<file path="src/rtl/i2c_reg_ctrl_if.sv">
// Bus-interface and register-file signals of the I2C register controller.
// slave: the protocol controller; master: bus interface plus register file around it.
interface i2c_reg_ctrl_if #(
    parameter int ADDR_W = 3
);
    logic              i2c_start;
    logic              i2c_stop;
    logic [7:0]        i2c_byte;
    logic              i2c_byte_valid;
    logic              i2c_ack;
    logic              i2c_tx_req;
    logic [7:0]        i2c_tx_byte;
    logic              i2c_tx_valid;
    logic [ADDR_W-1:0] reg_addr;
    logic [7:0]        reg_wdata;
    logic              reg_write;
    logic              reg_read;
    logic [7:0]        reg_rdata;
    logic              xfer_active;

    modport slave (
        input  i2c_start, i2c_stop, i2c_byte, i2c_byte_valid, i2c_tx_req, reg_rdata,
        output i2c_ack, i2c_tx_byte, i2c_tx_valid, reg_addr, reg_wdata, reg_write,
               reg_read, xfer_active
    );

    modport master (
        output i2c_start, i2c_stop, i2c_byte, i2c_byte_valid, i2c_tx_req, reg_rdata,
        input  i2c_ack, i2c_tx_byte, i2c_tx_valid, reg_addr, reg_wdata, reg_write,
               reg_read, xfer_active
    );
endinterface

</file>
<file path="src/rtl/i2c_reg_ctrl.sv">
// I2C register protocol layer: decodes device address and register pointer, issues register strobes.
// Latency: byte_valid -> ack/reg_write 1 cycle; tx_req -> tx_valid 3 cycles.
// Backpressure: none; a tx_req arriving while a read is in flight is held and serviced afterwards.
module i2c_reg_ctrl #(
    parameter logic [6:0] DEV_ADDR = 7'h62,
    parameter int         ADDR_W   = 3
) (
    input  logic          clk,
    input  logic          reset,
    i2c_reg_ctrl_if.slave bus
);
    typedef enum logic [2:0] {
        IDLE, ADDR, REGPTR, WRITE, READ_WAIT, READ_CAP, IGNORE
    } state_t;

    localparam logic [ADDR_W-1:0] PTR_ONE = ADDR_W'(1);

    state_t            state;
    logic [ADDR_W-1:0] ptr;
    logic [ADDR_W-1:0] reg_addr_q;
    logic              ai;
    logic              ack_q;
    logic              tx_valid_q;
    logic              reg_write_q;
    logic              reg_read_q;
    logic              tx_pend;
    logic [7:0]        tx_byte_q;
    logic [7:0]        reg_wdata_q;

    always_ff @(posedge clk or negedge reset) begin
        if (!reset) begin
            state       <= IDLE;
            ptr         <= '0;
            reg_addr_q  <= '0;
            ai          <= 1'b0;
            ack_q       <= 1'b0;
            tx_valid_q  <= 1'b0;
            reg_write_q <= 1'b0;
            reg_read_q  <= 1'b0;
            tx_pend     <= 1'b0;
            tx_byte_q   <= 8'h00;
            reg_wdata_q <= 8'h00;
        end else begin
            reg_write_q <= 1'b0;
            reg_read_q  <= 1'b0;
            tx_valid_q  <= 1'b0;
            // reg_addr presents the pointer as it was before any increment this cycle
            reg_addr_q  <= ptr;
            if (bus.i2c_start) begin
                state   <= ADDR;
                ack_q   <= 1'b0;
                tx_pend <= 1'b0;
            end else if (bus.i2c_stop) begin
                state   <= IDLE;
                ack_q   <= 1'b0;
                tx_pend <= 1'b0;
            end else begin
                case (state)
                    IDLE, IGNORE: begin
                        if (bus.i2c_byte_valid) ack_q <= 1'b0;
                    end
                    ADDR: begin
                        if (bus.i2c_byte_valid) begin
                            if (bus.i2c_byte[7:1] == DEV_ADDR) begin
                                ack_q <= 1'b1;
                                state <= bus.i2c_byte[0] ? READ_WAIT : REGPTR;
                            end else begin
                                ack_q <= 1'b0;
                                state <= IGNORE;
                            end
                        end
                    end
                    REGPTR: begin
                        if (bus.i2c_byte_valid) begin
                            ai <= bus.i2c_byte[7];
                            if (bus.i2c_byte[6:ADDR_W] == '0) begin
                                ptr   <= bus.i2c_byte[ADDR_W-1:0];
                                ack_q <= 1'b1;
                            end else begin
                                ack_q <= 1'b0;
                            end
                            state <= WRITE;
                        end
                    end
                    WRITE: begin
                        if (bus.i2c_byte_valid) begin
                            reg_write_q <= 1'b1;
                            reg_wdata_q <= bus.i2c_byte;
                            ack_q       <= 1'b1;
                            if (ai) ptr <= ptr + PTR_ONE;
                        end
                    end
                    READ_WAIT: begin
                        if (bus.i2c_byte_valid) ack_q <= 1'b1;
                        // reg_read high means the register file is producing data this cycle
                        if (reg_read_q) begin
                            state <= READ_CAP;
                            if (bus.i2c_tx_req) tx_pend <= 1'b1;
                        end else if (bus.i2c_tx_req || tx_pend) begin
                            reg_read_q <= 1'b1;
                            tx_pend    <= 1'b0;
                        end
                    end
                    READ_CAP: begin
                        if (bus.i2c_byte_valid) ack_q <= 1'b1;
                        if (bus.i2c_tx_req) tx_pend <= 1'b1;
                        tx_byte_q  <= bus.reg_rdata;
                        tx_valid_q <= 1'b1;
                        if (ai) ptr <= ptr + PTR_ONE;
                        state <= READ_WAIT;
                    end
                    default: state <= IDLE;
                endcase
            end
        end
    end

    assign bus.i2c_ack      = ack_q;
    assign bus.i2c_tx_byte  = tx_byte_q;
    assign bus.i2c_tx_valid = tx_valid_q;
    assign bus.reg_addr     = reg_addr_q;
    assign bus.reg_wdata    = reg_wdata_q;
    assign bus.reg_write    = reg_write_q;
    assign bus.reg_read     = reg_read_q;
    assign bus.xfer_active  = (state != IDLE) && (state != IGNORE);
endmodule

</file>
<file path="src/flat_wrapper.sv">
// flat-port wrapper written by rule: the top's interface ports become plain ports
module i2c_reg_ctrl_flat 
#(
    parameter logic [6:0] DEV_ADDR = 7'h62,
    parameter int         ADDR_W   = 3
)
  (clk, reset, bus_i2c_start, bus_i2c_stop, bus_i2c_byte, bus_i2c_byte_valid, bus_i2c_tx_req, bus_reg_rdata, bus_i2c_ack, bus_i2c_tx_byte, bus_i2c_tx_valid, bus_reg_addr, bus_reg_wdata, bus_reg_write, bus_reg_read, bus_xfer_active);
  i2c_reg_ctrl_if #(.ADDR_W(ADDR_W)) bus_i ();
  input  logic clk;
  input  logic reset;
  input wire logic [$bits(bus_i.i2c_start)-1:0] bus_i2c_start;
  input wire logic [$bits(bus_i.i2c_stop)-1:0] bus_i2c_stop;
  input wire logic [$bits(bus_i.i2c_byte)-1:0] bus_i2c_byte;
  input wire logic [$bits(bus_i.i2c_byte_valid)-1:0] bus_i2c_byte_valid;
  input wire logic [$bits(bus_i.i2c_tx_req)-1:0] bus_i2c_tx_req;
  input wire logic [$bits(bus_i.reg_rdata)-1:0] bus_reg_rdata;
  output wire logic [$bits(bus_i.i2c_ack)-1:0] bus_i2c_ack;
  output wire logic [$bits(bus_i.i2c_tx_byte)-1:0] bus_i2c_tx_byte;
  output wire logic [$bits(bus_i.i2c_tx_valid)-1:0] bus_i2c_tx_valid;
  output wire logic [$bits(bus_i.reg_addr)-1:0] bus_reg_addr;
  output wire logic [$bits(bus_i.reg_wdata)-1:0] bus_reg_wdata;
  output wire logic [$bits(bus_i.reg_write)-1:0] bus_reg_write;
  output wire logic [$bits(bus_i.reg_read)-1:0] bus_reg_read;
  output wire logic [$bits(bus_i.xfer_active)-1:0] bus_xfer_active;
  assign bus_i.i2c_start = bus_i2c_start;
  assign bus_i.i2c_stop = bus_i2c_stop;
  assign bus_i.i2c_byte = bus_i2c_byte;
  assign bus_i.i2c_byte_valid = bus_i2c_byte_valid;
  assign bus_i.i2c_tx_req = bus_i2c_tx_req;
  assign bus_i.reg_rdata = bus_reg_rdata;
  assign bus_i2c_ack = bus_i.i2c_ack;
  assign bus_i2c_tx_byte = bus_i.i2c_tx_byte;
  assign bus_i2c_tx_valid = bus_i.i2c_tx_valid;
  assign bus_reg_addr = bus_i.reg_addr;
  assign bus_reg_wdata = bus_i.reg_wdata;
  assign bus_reg_write = bus_i.reg_write;
  assign bus_reg_read = bus_i.reg_read;
  assign bus_xfer_active = bus_i.xfer_active;
  i2c_reg_ctrl #(.DEV_ADDR(DEV_ADDR), .ADDR_W(ADDR_W)) u_core (.clk(clk), .reset(reset), .bus(bus_i));
endmodule
</file>
<file path="config.mk">
export PLATFORM = sky130hd
export DESIGN_NAME = i2c_reg_ctrl_flat
export DESIGN_NICKNAME = d
export VERILOG_FILES = /design/src/rtl/i2c_reg_ctrl_if.sv /design/src/rtl/i2c_reg_ctrl.sv /design/src/flat_wrapper.sv
export SDC_FILE = /design/constraint.sdc
export NUM_CORES = 1
export LEC_CHECK = 0
export BUFFER_PORTS_ARGS = -buffer_cell sky130_fd_sc_hd__buf_4
export CELL_PAD_IN_SITES_DETAIL_PLACEMENT = 0
export CELL_PAD_IN_SITES_GLOBAL_PLACEMENT = 1
export CORE_MARGIN = 4
export CORE_UTILIZATION = 41
export CTS_CLUSTER_DIAMETER = 120
export DETAILED_ROUTE_END_ITERATION = 7
export PLACE_DENSITY = 0.78
export SETUP_SLACK_MARGIN = 0.15
export SLEW_MARGIN = 20
export SYNTH_ARGS = -nofsm -noshare
export SYNTH_HDL_FRONTEND = slang
export SYNTH_SLANG_ARGS = --single-unit
</file>
<file path="constraint.sdc">
create_clock -name clk -period 4.1 [get_ports clk]
set_clock_uncertainty 0.05 [all_clocks]
set_input_delay 0.82 -clock clk [delete_from_list [all_inputs] [get_ports clk]]
set_output_delay 0.82 -clock clk [all_outputs]
set_load 0.02 [all_outputs]
</file>
==> flow_metrics.tcl <==
set metrics [dict create \
    synth_fp_nets 129 \
    synth.avg_cell_area_sq_um 13.1 \
    start_kind "flip-flop" \
    synthSimpleGateAreaFrac_pct 11.6 \
    drc 0 \
    crit_chain "xor2_1, nand2b_1, buf_4" \
    die_x_microns 66.1 \
    wirelength_microns 2900 \
    drive_gt1_share_pct 49.7 \
    ys_seq_area_share_pct 56.1 \
    insertedDiodeCount 0 \
    slowest_stage "dfrtp_1" \
    ys_ff_latch 31 \
    clkLatencyLatePin_ns 0.32 \
    yosysMostFrequentCell "dfrtp_1" \
    place_hpwl_microns 2240 \
    place_congestion 0.825 \
    synth.area.top_cells "dfrtp_1, mux2_2, a21oi_1" \
    cts-resized-gates 0 \
    finalPower_mw 0.790 \
    cts_tree "done" \
    grt_antenna_before_repair 0 \
    tns_ns 0 \
    slew_headroom_pct 68.6 \
    yosys.area_share.xor_xnor_pct 0.633 \
    core_area_sq_mm 0.00313 \
    syn_inst 106 \
    crit_path_max_fanout 11 \
    end_kind "output port" \
    grt.met2_usage_pct 23.2 \
    area_growth_pct 31.8 \
    cts-buffers-inserted 5 \
    synthTopCellsByCount "dfrtp_1, mux2_2, a21oi_1, nand2_1, inv_1" \
    fin_area_sq_mm 0.00182 \
    slew_violations 0 \
    muxShareOfSynthArea_pct 17.1 \
    ys_types 38 \
    clockBufferDepth 2 \
    rows 20 \
    finalHoldViolations 0 \
    drt_iter0_markers 69 \
    yosys.area_share.adder_pct 0.904 \
    met1_usage_pct 19.8 \
    synth_edf_count 0 \
    vias_per_cell 5.10 \
    fmax_mhz 427 \
    setup_viol 0 \
    critPathRequiredTime_ns 3.23 \
    synth_ff_type "dfrtp_1" \
    syn_area_sq_mm 0.00138 \
    grt_busiest_layer "met2" \
    hold_buffers 0 \
    path_clk_slew_ns 0.09 \
    use_met3_pct 6.46 \
    ant_nets 0 \
    rsz0062_at_grt "false" \
    cp_data_arrival_time_ns 1.47 \
    path_delay_family "flip-flops" \
    peakVddDrop_mv 0.260 \
    synth_top_area_share_pct 56.1 \
    drv_cap 0 \
    cellLeakagePower_nw 0.930 \
    power_density_mw_per_mm2 433 \
    crit_type "reg2out" \
    grt_pass1_vias 1057 \
    fill_cells 284 \
    worst-r2r-setup-slack_ns 2.35 \
    overflow 0 \
    io_buffers 45 \
    synth_top_family_by_area "multiplexers" \
    start_util_pct 44.2 \
    grt_max_degree 32 \
    outcome "finished clean" \
    async_flop_share_pct 100 \
    holdWs_ns 0.367 \
    hp-class "in2async" \
    vias 1014 \
    wl_per_cell_microns 14.6 \
    die_y_microns 66.1 \
    h-tree-depth 2 \
    crit_path_max_incr_delay_ns 0.61 \
    dieArea_sq_mm 0.00437 \
    first_pass_iters 4 \
    synth_compound_area_share_pct 10.7 \
    ios 46 \
    tightest_slew_ns 0.469 \
    fin_nets 178 \
    track_usage_pct 15.3 \
    grt_pass1_wl_microns 5020 \
    synth_top_area_cell "dfrtp_1" \
    fin_crit_ns 2.34 \
    post-route-period-util_pct 57.1 \
    clockRootBuffer "clkbuf_4" \
    clkSinkCount 31 \
    path_buf_inv 1 \
    synth_warnings 0 \
    cts_setup_buffers 0 \
    placed_area_sq_mm 0.00175 \
]
## metal layers
layer	vias up	wire length [microns]
li1	485	-
met4	0	14
met3	2	203
met2	35	1450
met5	-	0
met1	492	1240
## layout by cell type (no fill, tap or decap), drive strengths merged, types with 3 or more instances in the layout
master and count:
nor3 3, inv 5, a21oi 6, nand2 7, mux2i 3, dfrtp 31, nor2 4, buf 45
clkbuf 6, o21ai 3, mux2 18
## registers in the layout, summed over array words and instances (netlist names)
name / count
u_core.bus.i2c_tx_valid: 1
u_core.state: 3
u_core.bus.i2c_tx_byte: 8
u_core.bus.reg_write: 1
u_core.ptr: 3
u_core.bus.reg_wdata: 8
u_core.bus.reg_addr: 3
u_core.tx_pend: 1
u_core.bus.reg_read: 1
u_core.ai: 1
u_core.bus.i2c_ack: 1
## power by group
part	total [mW]	internal [mW]	leakage (nW)	switching (mW)
clock network	0.223	0.126	0.0383	0.0978
registers	0.378	0.350	0.409	0.0283
logic	0.188	0.0936	0.482	0.0945
total	0.790	0.569	0.930	0.221
## metrics by stage
stage | setup WS [ns] | std cells | utilization [%]
after floorplan | 2.15 | 106 | -
after global placement | 1.82 | 192 | 56.0
after detailed placement | 1.78 | 192 | 56.0
after CTS | 1.74 | 199 | 58.3
after global routing | 1.64 | 199 | 58.3
final | 1.76 | 199 | 58.3
## worst paths after layout
path                                  from                   endpoint  cells past startpoint
min                                  reset    u_core.bus.reg_wdata[0]                      1
max reg2reg                u_core.state[1]    u_core.bus.reg_wdata[1]                      3
min reg2reg                  u_core.ptr[1]     u_core.bus.reg_addr[1]                      0
max in group asynchronous            reset  u_core.bus.i2c_tx_byte[1]                      1
max                        u_core.state[1]            bus_xfer_active                      3
min in group clk             u_core.ptr[1]     u_core.bus.reg_addr[1]                      0
## final cells by class
type	instances	area [sq um]	area share, %
tap	44	55.1	3.02
clock inverter	1	30.0	1.65
inverter	5	18.8	1.03
sequential	31	776	42.5
timing repair buffer	45	338	18.5
multi-input combinational	67	566	31.0
clock buffer	6	41.3	2.26
## cells by family (layout without fill, tap and decap cells)
logic type / Yosys count / in the layout
and+or+nand+nor: 23 / 23
AOI/OAI and AO/OA: 21 / 21
buffers and inverters: 8 / 57
DFF: 31 / 31
muxes: 21 / 21
xor gates and xnor gates: 1 / 1
adders and majority gates: 1 / 1
No activity file was read; power rests on OpenSTA's default activity.
